**src/rtl/ctrl_pkg.sv**
```systemverilog
// rtl/ctrl_pkg.sv - shared opcodes, ALU encodings, FSM states and control bundle
package ctrl_pkg;

    // Opcode field instr[6:2]
    localparam logic [4:0] OP_R      = 5'b01100;
    localparam logic [4:0] OP_I      = 5'b00100;
    localparam logic [4:0] OP_LOAD   = 5'b00000;
    localparam logic [4:0] OP_STORE  = 5'b01000;
    localparam logic [4:0] OP_BRANCH = 5'b11000;
    localparam logic [4:0] OP_LUI    = 5'b01101;
    localparam logic [4:0] OP_AUIPC  = 5'b00101;
    localparam logic [4:0] OP_JAL    = 5'b11011;
    localparam logic [4:0] OP_JALR   = 5'b11001;
    localparam logic [4:0] OP_FENCE  = 5'b00011;
    localparam logic [4:0] OP_SYSTEM = 5'b11100;

    // ALU operation classes
    localparam logic [1:0] ALU_ADD    = 2'b00;
    localparam logic [1:0] ALU_BRANCH = 2'b01;
    localparam logic [1:0] ALU_FUNCT  = 2'b10;
    localparam logic [1:0] ALU_LUI    = 2'b11;

    typedef enum logic [1:0] {
        ST_RUN   = 2'd0,
        ST_DRAIN = 2'd1,
        ST_HALT  = 2'd2
    } state_e;

    // Control bundle, MSB first
    typedef struct packed {
        logic       branch;
        logic       mem_rd;
        logic       mem_to_reg;
        logic       mem_wr;
        logic       a_sel;
        logic       b_sel;
        logic       reg_wr;
        logic       jump;
        logic       pc_to_reg;
        logic [1:0] alu_op;
    } ctrl_bundle_t;

    localparam ctrl_bundle_t CTRL_NOP = '0;

endpackage

```
**src/rtl/ctrl_pipe_unit_decode.sv**
```systemverilog
// rtl/ctrl_pipe_unit_decode.sv - combinational opcode to control bundle decoder
module ctrl_decode
    import ctrl_pkg::*;
(
    input  logic [4:0]   opcode_i,
    output ctrl_bundle_t bundle_o,
    output logic         legal_o,
    output logic         is_system_o
);

    // Opcode lookup; unknown opcodes yield a NOP bundle and legal_o=0
    always_comb begin
        bundle_o    = CTRL_NOP;
        legal_o     = 1'b1;
        is_system_o = 1'b0;
        case (opcode_i)
            OP_R: begin
                bundle_o.alu_op = ALU_FUNCT;
                bundle_o.reg_wr = 1'b1;
            end
            OP_I: begin
                bundle_o.alu_op = ALU_FUNCT;
                bundle_o.b_sel  = 1'b1;
                bundle_o.reg_wr = 1'b1;
            end
            OP_LOAD: begin
                bundle_o.mem_rd     = 1'b1;
                bundle_o.mem_to_reg = 1'b1;
                bundle_o.b_sel      = 1'b1;
                bundle_o.reg_wr     = 1'b1;
            end
            OP_STORE: begin
                bundle_o.mem_wr = 1'b1;
                bundle_o.b_sel  = 1'b1;
            end
            OP_BRANCH: begin
                bundle_o.branch = 1'b1;
                bundle_o.alu_op = ALU_BRANCH;
            end
            OP_LUI: begin
                bundle_o.alu_op = ALU_LUI;
                bundle_o.b_sel  = 1'b1;
                bundle_o.reg_wr = 1'b1;
            end
            OP_AUIPC: begin
                bundle_o.a_sel  = 1'b1;
                bundle_o.b_sel  = 1'b1;
                bundle_o.reg_wr = 1'b1;
            end
            OP_JAL: begin
                bundle_o.jump      = 1'b1;
                bundle_o.reg_wr    = 1'b1;
                bundle_o.pc_to_reg = 1'b1;
                bundle_o.a_sel     = 1'b1;
                bundle_o.b_sel     = 1'b1;
            end
            OP_JALR: begin
                bundle_o.jump      = 1'b1;
                bundle_o.reg_wr    = 1'b1;
                bundle_o.pc_to_reg = 1'b1;
                bundle_o.b_sel     = 1'b1;
            end
            OP_FENCE:  ;
            OP_SYSTEM: is_system_o = 1'b1;
            default:   legal_o = 1'b0;
        endcase
    end

endmodule

```
**src/rtl/ctrl_pipe_unit.sv**
```systemverilog
// rtl/ctrl_pipe_unit.sv - registered decode into ID/EX with stall/flush and SYSTEM halt FSM
module ctrl_pipe_unit
    import ctrl_pkg::*;
#(
    parameter int unsigned DRAIN_CYCLES = 3,
    parameter int unsigned ALU_OP_W     = 2,
    parameter int unsigned SYS_MODE     = 0
) (
    input  logic                clk_i,
    input  logic                rst_i,
    input  logic                instr_valid_i,
    input  logic [4:0]          opcode_i,
    input  logic                sys_ebreak_i,
    input  logic                stall_i,
    input  logic                flush_i,
    input  logic                resume_i,
    output logic                pc_wr_en_o,
    output logic                ex_valid_o,
    output logic                ex_branch_o,
    output logic                ex_mem_rd_o,
    output logic                ex_mem_to_reg_o,
    output logic                ex_mem_wr_o,
    output logic                ex_a_sel_o,
    output logic                ex_b_sel_o,
    output logic                ex_reg_wr_o,
    output logic                ex_jump_o,
    output logic                ex_pc_to_reg_o,
    output logic [ALU_OP_W-1:0] ex_alu_op_o,
    output logic                halted_o,
    output logic                illegal_o,
    output logic                illegal_seen_o
);

    localparam int CNT_W = 4;

    ctrl_bundle_t dec_bundle;
    logic         dec_legal;
    logic         dec_is_system;

    state_e       state_q, state_d;
    logic [CNT_W-1:0] cnt_q, cnt_d;
    ctrl_bundle_t ex_q, ex_d;
    logic         ex_valid_q, ex_valid_d;
    logic         illegal_q, illegal_d;
    logic         illegal_seen_q, illegal_seen_d;

    logic         in_run;
    logic         accept;
    logic         halt_req;
    logic         flush_eff;

    ctrl_decode u_decode (
        .opcode_i    (opcode_i),
        .bundle_o    (dec_bundle),
        .legal_o     (dec_legal),
        .is_system_o (dec_is_system)
    );

    assign in_run   = (state_q == ST_RUN);
    assign accept   = instr_valid_i & ~stall_i & ~flush_i & in_run;
    assign halt_req = accept & dec_legal & dec_is_system &
                      ((SYS_MODE == 0) || sys_ebreak_i);
    // The halting SYSTEM has already passed the flush point while draining
    assign flush_eff = flush_i & (state_q != ST_DRAIN);

    // Halt FSM next-state and drain counter
    always_comb begin
        state_d = state_q;
        cnt_d   = cnt_q;
        case (state_q)
            ST_RUN: begin
                if (halt_req) begin
                    state_d = ST_DRAIN;
                    cnt_d   = CNT_W'(DRAIN_CYCLES - 1);
                end
            end
            ST_DRAIN: begin
                if (!stall_i) begin
                    if (cnt_q == '0) begin
                        state_d = ST_HALT;
                    end else begin
                        cnt_d = cnt_q - CNT_W'(1);
                    end
                end
            end
            ST_HALT: begin
                if (resume_i) begin
                    state_d = ST_RUN;
                end
            end
            default: state_d = ST_RUN;
        endcase
    end

    // ID/EX next-state: flush, then stall, then accepted legal decode, else bubble
    always_comb begin
        ex_d           = ex_q;
        ex_valid_d     = ex_valid_q;
        illegal_d      = accept & ~dec_legal;
        illegal_seen_d = illegal_seen_q | (accept & ~dec_legal);
        if (flush_eff) begin
            ex_d       = CTRL_NOP;
            ex_valid_d = 1'b0;
        end else if (stall_i) begin
            ex_d       = ex_q;
            ex_valid_d = ex_valid_q;
        end else if (accept && dec_legal) begin
            ex_d       = dec_bundle;
            ex_valid_d = 1'b1;
        end else begin
            ex_d       = CTRL_NOP;
            ex_valid_d = 1'b0;
        end
    end

    // State and pipeline registers
    always_ff @(posedge clk_i or posedge rst_i) begin
        if (rst_i) begin
            state_q        <= ST_RUN;
            cnt_q          <= '0;
            ex_q           <= CTRL_NOP;
            ex_valid_q     <= 1'b0;
            illegal_q      <= 1'b0;
            illegal_seen_q <= 1'b0;
        end else begin
            state_q        <= state_d;
            cnt_q          <= cnt_d;
            ex_q           <= ex_d;
            ex_valid_q     <= ex_valid_d;
            illegal_q      <= illegal_d;
            illegal_seen_q <= illegal_seen_d;
        end
    end

    assign pc_wr_en_o      = rst_i | (in_run & ~halt_req);
    assign ex_valid_o      = ex_valid_q;
    assign ex_branch_o     = ex_q.branch;
    assign ex_mem_rd_o     = ex_q.mem_rd;
    assign ex_mem_to_reg_o = ex_q.mem_to_reg;
    assign ex_mem_wr_o     = ex_q.mem_wr;
    assign ex_a_sel_o      = ex_q.a_sel;
    assign ex_b_sel_o      = ex_q.b_sel;
    assign ex_reg_wr_o     = ex_q.reg_wr;
    assign ex_jump_o       = ex_q.jump;
    assign ex_pc_to_reg_o  = ex_q.pc_to_reg;
    assign ex_alu_op_o     = ALU_OP_W'(ex_q.alu_op);
    assign halted_o        = (state_q == ST_HALT);
    assign illegal_o       = illegal_q;
    assign illegal_seen_o  = illegal_seen_q;

endmodule

```
**config.mk**
```make
export PLATFORM = sky130hd
export DESIGN_NAME = ctrl_pipe_unit
export DESIGN_NICKNAME = d
export VERILOG_FILES = /design/src/rtl/ctrl_pkg.sv /design/src/rtl/ctrl_pipe_unit_decode.sv /design/src/rtl/ctrl_pipe_unit.sv
export SDC_FILE = /design/constraint.sdc
export NUM_CORES = 1
export LEC_CHECK = 0
export BUFFER_PORTS_ARGS = -buffer_cell sky130_fd_sc_hd__buf_2
export CAP_MARGIN = 15
export CORE_AREA = 3 3 49 51
export DETAILED_ROUTE_END_ITERATION = 7
export DIE_AREA = 0 0 52 54
export GPL_TIMING_DRIVEN = 0
export PLACE_DENSITY = 0.73
export RECOVER_POWER = 50
export SETUP_SLACK_MARGIN = 0.1
export SLEW_MARGIN = 0
export SYNTH_ARGS = -nofsm -noshare
export SYNTH_HDL_FRONTEND = slang
export SYNTH_SLANG_ARGS = --single-unit
export TNS_END_PERCENT = 5
```
**constraint.sdc**
```tcl
create_clock -name clk_i -period 2.02 [get_ports clk_i]
set_input_delay 0.101 -clock clk_i [delete_from_list [all_inputs] [get_ports clk_i]]
set_output_delay 0.101 -clock clk_i [all_outputs]
set_load 0.01 [all_outputs]
```
==> impl_metrics.tcl, run 1 <==
set metrics [dict create \
    post-route-drc-count 0 \
    die_area_sq_um 2810 \
    timing.rr.end "cnt_q[2]" \
    core_sq_um 1980 \
    critPathRequiredTime_ns 1.92 \
    crit_fanout 8 \
    cts-buffers-inserted 3 \
    routed_wl_um 2240 \
    final_net_count 146 \
    period_share_pct 88.7 \
    yosysTopAreaCell "dfrtp_1" \
    vdd_drop_max_mv 0.572 \
    leakage_nw 0.539 \
    r2r_start "cnt_q[0]" \
    yosysMostFrequentCell "dfrtp_1" \
    holdPathStages 3 \
    synth-async-reset-ratio_pct 100 \
    clkLatencyLatePin_ns 0.30 \
    hold_start "resume_i" \
    post_dp_cell_area_sq_um 1150 \
    slew_headroom_pct 55.5 \
    hold_viol_final 0 \
    io_pins 28 \
    grt_pass1_wl_um 3530 \
    cts.clk_slew.worst_paths_ns 0.11 \
    min_path_type "in2reg" \
    reg2regPathDepth 6 \
    worstSetupStartpointType "flip-flop" \
    cap_violations 0 \
    avgViaCountPerCell 5.65 \
    track_usage_pct 17.1 \
    num_antenna_cells 0 \
    reg2reg_slack_ns 0.34 \
    power_density_nw_per_um2 890 \
    netlist-cell-type-count 36 \
    syn_area_per_cell_sq_um 9.67 \
    die-height_um 54 \
    synth_edf_count 0 \
    worstSetupPathType "reg2out" \
    synthCells 104 \
    grt_setup_unrepaired "false" \
    syn-num-nets 118 \
    grt_max_degree 19 \
    synth_compound_area_share_pct 23.8 \
    synth-xor-area-share_pct 0 \
    start_util_pct 50.8 \
    fp-row-count 16 \
    grt_pass1_vias 828 \
    clock_skew_ns 0.0101 \
    final_cell_count_no_fill 158 \
    numPortBuffers 22 \
    synth_mux_area_share_pct 0 \
    drt_pass1_iterations 4 \
    yosys.area.top_type_share_pct 44.8 \
    area_growth_pct 17.3 \
    yosysWarnings 0 \
    cp-end-kind "output pin" \
    drive_above_1_share_pct 20.6 \
    fmax_mhz 558 \
    dr.first_iter.drc_count 18 \
    netlist_top_cells_count "18 x dfrtp_1, 9 x nand2_1, 8 x inv_1, 8 x nor2_1, 6 x a21oi_1" \
    overflow 0 \
    cts_tree "yes" \
    netlist_area_sq_um 1010 \
    synthFlopType "dfrtp_1" \
    fin_tns_setup_ns 0 \
    drt.antenna.violating_nets 0 \
    crit_arrival_ns 1.69 \
    yosys.area_share.adder_pct 2.49 \
    yosys-top-cells-area "dfrtp_1 45%, a22o_1 4.4%, nand2_1 3.4%, nand2b_1 3.1%, a21oi_1 3.0%" \
    die-width_um 52 \
    period_minus_slack_ns 1.79 \
    htree_levels 1 \
    finish.instance_area_sq_um 1180 \
    seq_area_frac_synth_pct 44.8 \
    yosys.area_share.simple_pct 22.5 \
    clockBufferDepth 2 \
    cts_root_buf "clkbuf_4" \
    setup_viol 0 \
    gp_congestion 0.808 \
    synth-seq-cells 18 \
    vias 892 \
    status "completed" \
    wl_per_cell_um 14.2 \
    dp.cells 153 \
    worstMarginPinSlew_ns 0.667 \
    synth_top_family_by_area "compound AO/OA/AOI/OAI gates" \
    antenna_found_initial 0 \
    dp_hpwl_um 1650 \
    clock-sinks 18 \
    post_cts_buffers 0 \
    drv_slew 0 \
    hold_end "state_q[1]" \
]
-- logic make-up (layout without fill, tap and decap cells) --
| group | count (synthesis) | after routing |
|---|---|---|
| buf+inv | 14 | 41 |
| flops | 18 | 18 |
| simple gates | 37 | 37 |
| compound gates | 33 | 33 |
| fa+ha+maj | 2 | 2 |
-- metal layers --
layer  track usage (%)  up-vias  part of all wire, %
met5                 0        -                    0
li1                  -      428                    -
met1              20.3      439                   43
met4              6.99        0                 0.36
met2              29.3       21                   52
met3              4.43        4                  5.0
-- sequential cells by signal, summed over array words and instances, names as in the netlist --
name and count:
state_q 2, illegal_seen_o 1, ex_b_sel_o 1, illegal_o 1
ex_alu_op_o 2, cnt_q 4, ex_jump_o 1, ex_a_sel_o 1
ex_mem_wr_o 1, ex_valid_o 1, ex_branch_o 1, ex_mem_rd_o 1
ex_reg_wr_o 1
-- how the worst max path moves through the flow --
stage | start | end | slack (ns) | cells past startpoint
6_report | state_q[1] | pc_wr_en_o | 0.23 | 5
3_3_place_gp | cnt_q[0] | cnt_q[2] | 0.42 | 6
3_5_place_dp | cnt_q[0] | cnt_q[2] | 0.36 | 6
4_1_cts | state_q[1] | pc_wr_en_o | 0.24 | 5
2_1_floorplan | cnt_q[0] | cnt_q[2] | 0.55 | 6
5_1_grt | state_q[1] | pc_wr_en_o | 0.11 | 5
-- cell type report --
type | count | area (sq um)
buffer | 6 | 35.0
clock buffer | 4 | 36.3
fill | 194 | 802
inverter | 8 | 30.0
multi-input combinational | 72 | 490
sequential | 18 | 450
tap | 27 | 33.8
timing repair buffer | 23 | 104
-- through the flow --
step	worst slack [ns]	util (%)	total power, mW	hold WS, ns
6_report	0.228	59.5	1.05	0.0347
3_3_place_gp	0.421	58.0	0.817	0.244
2_1_floorplan	0.550	-	0.739	0.0396
3_5_place_dp	0.355	58.0	0.836	0.252
5_1_grt	0.106	59.5	1.12	0.0570
4_1_cts	0.240	60.4	1.06	0.0421
-- report_power, final --
part,switching [mW],internal [mW],total (mW)
registers,0.0729,0.420,0.493
logic,0.187,0.147,0.334
clock network,0.114,0.110,0.224
-- repair_timing --
| item | CTS | global route |
|---|---|---|
| hold buffers | 1 | 0 |
| hold endpoints to repair | 18 | 0 |
| gates resized for setup | 0 | 0 |
| setup endpoints to repair | 0 | 0 |
-- worst max-delay path, stage by stage, from the launching register on --
cell and delay [ns]:
dfrtp_1 0.50, nor2_1 0.20, and2_2 0.22, nand4_2 0.14, a21o_1 0.20, buf_2 0.13
-- cells in the final DEF (no fill, tap or decap), drive strengths merged, types with 2 or more instances in the layout --
| master | synthesis | final |
|---|---|---|
| a21oi | 6 | 6 |
| nor2b | 2 | 2 |
| nor3b | 3 | 3 |
| a21boi | 2 | 2 |
| o21ai | 5 | 5 |
| nand2b | 5 | 5 |
| nor4 | 3 | 3 |
| inv | 8 | 8 |
| nor2 | 8 | 8 |
| o22ai | 3 | 3 |
| o21bai | 2 | 2 |
| ha | 2 | 2 |
| buf | 6 | 15 |
| and2 | 2 | 2 |
| clkbuf | 0 | 17 |
| nand4 | 2 | 2 |
| nand2 | 9 | 9 |
| dfrtp | 18 | 18 |
| a22o | 5 | 5 |
| a32o | 3 | 3 |
Power figures use the tool's default switching activity.
==> run 2: changes to the inputs <==
Settings changed: BUFFER_PORTS_ARGS -buffer_cell sky130_fd_sc_hd__buf_2 to not set, CORE_AREA 3 3 49 51 to 3 3 47 49, DIE_AREA 0 0 52 54 to 0 0 50 52, DONT_BUFFER_PORTS set to 1, PLACE_DENSITY 0.73 to 0.66.
==> impl_metrics.tcl, run 2 (synthesized netlist as in run 1, its figures left out) <==
set metrics [dict create \
    area_growth_pct 8.96 \
    period_minus_slack_ns 1.76 \
    antenna_found_initial 0 \
    clock-sinks 18 \
    drt.antenna.violating_nets 0 \
    worstMarginPinSlew_ns 0.675 \
    crit_cells 4 \
    cap_violations 0 \
    holdPathStages 2 \
    hold_viol_final 0 \
    wl_per_cell_um 16.0 \
    reg2reg_slack_ns 0.36 \
    io_pins 28 \
    utilization_pct 57.6 \
    cpPeakStageDelay_ns 0.48 \
    num_antenna_cells 0 \
    worstSetupStartpointType "flip-flop" \
    grt_max_degree 19 \
    power_density_nw_per_um2 948 \
    numPortBuffers 0 \
    post_dp_cell_area_sq_um 1040 \
    dp_hpwl_um 1580 \
    drive_above_1_share_pct 16.4 \
    die-height_um 52 \
    power.total_mw 1.04 \
    vdd_drop_max_mv 0.575 \
    grt_pass1_vias 808 \
    grt_setup_unrepaired "false" \
    routed_wl_um 2200 \
    slew_headroom_pct 54.9 \
    cts.clk_slew.worst_paths_ns 0.11 \
    min_path_type "in2reg" \
    setup_viol 0 \
    post-route-drc-count 0 \
    cts-buffers-inserted 3 \
    fmax_mhz 568 \
    pre_cts_ws_ns 0.373 \
    cts_tree "yes" \
    dr.first_iter.drc_count 35 \
    cp-end-kind "output pin" \
    endpoint "pc_wr_en_o" \
    overflow 0 \
    die-width_um 50 \
    largest_reg_flops 4 \
    setup_ws_ns 0.260 \
    worstSetupPathType "reg2out" \
    clkLatencyLatePin_ns 0.30 \
    crit_arrival_ns 1.66 \
    final_common_cell "dfrtp_1" \
    core_sq_um 1900 \
    holdBufCountCts 2 \
    timing.rr.end "cnt_q[2]" \
    track_usage_pct 19.1 \
    grt_pass1_wl_um 3740 \
    top_register "cnt_q" \
    vias 812 \
    leakage_nw 0.489 \
    status "completed" \
    worstSetupStartpoint "state_q[1]" \
    drt_pass1_iterations 4 \
    final_net_count 125 \
    clock_skew_ns 0.00830 \
    cp_slowest_cell "dfrtp_1" \
    critical_path.top_delay_family "simple AND/OR/NAND/NOR gates" \
    crit_fanout 8 \
    post_cts_buffers 0 \
    finish.instance_area_sq_um 1100 \
    start_util_pct 52.9 \
    drv_slew 0 \
    fin_tns_setup_ns 0 \
    layout_common_cells "18 x dfrtp_1, 9 x nand2_1, 8 x nor2_1, 8 x inv_1, 6 x a21oi_1" \
    fp-row-count 16 \
    path_cells "nor2_1 -> and2_2 -> nand4_2 -> a21o_1" \
    htree_levels 1 \
    critPathRequiredTime_ns 1.92 \
    avgViaCountPerCell 5.93 \
    cts-resized-gates 0 \
    die_area_sq_um 2600 \
    reg2regPathDepth 6 \
    period_share_pct 87.1 \
    cts_root_buf "clkbuf_4" \
    clockBufferDepth 2 \
    critPathBufInv 0 \
    r2r_start "cnt_q[0]" \
    gp_congestion 0.876 \
]
## run 2: cell count changes in the layout (fill, tap and decap cells not counted)
cell / change
buf_2: -9
clkbuf_1: -13
dlygate4sd3_1: +1
## run 2: worst min-delay path by stage
stage | start | endpoint
after global routing | stall_i | state_q[1]
after floorplan | rst_i | cnt_q[0]
final | stall_i | state_q[1]
after detailed placement | rst_i | state_q[1]
after global placement | rst_i | state_q[1]
after CTS | stall_i | state_q[1]
## run 2: layout make-up
cell class / instances / area (sq um)
flip-flops and latches: 18 / 450
fillers: 182 / 806
repair buffers: 2 / 20.0
clock buffers: 4 / 36.3
multi-input cells: 72 / 490
inverters: 8 / 30.0
well taps: 27 / 33.8
plain buffers: 6 / 35.0
## run 2: metrics by stage
step / std cells / hold WS [ns]
CTS: 137 / 0.00860
global placement: 131 / 0.133
detailed placement: 131 / 0.133
finish: 137 / 0.0111
global route: 137 / 0.0205
floorplan: 104 / 0.0396
## run 2: worst reg2reg max path: stages (launching register included)
cell and delay (ns):
dfrtp_1 0.41, inv_1 0.12, ha_1 0.16, nor3b_2 0.33
nor3_1 0.13, nor3b_1 0.16, a221o_1 0.26
## run 2: power by group
group / internal (mW) / switching, mW / leakage (nW)
Clock: 0.110 / 0.118 / 0.0210
Sequential: 0.420 / 0.0764 / 0.238
Combinational: 0.137 / 0.178 / 0.230
## run 2: routing by layer
layer  global-route usage [%]  up-vias  routed length, um
met5                        0        -                  0
met4                     8.29        0                 30
met3                     4.58        8                126
met2                     29.8       28                979
met1                     25.0      390               1060
li1                         -      386                  -
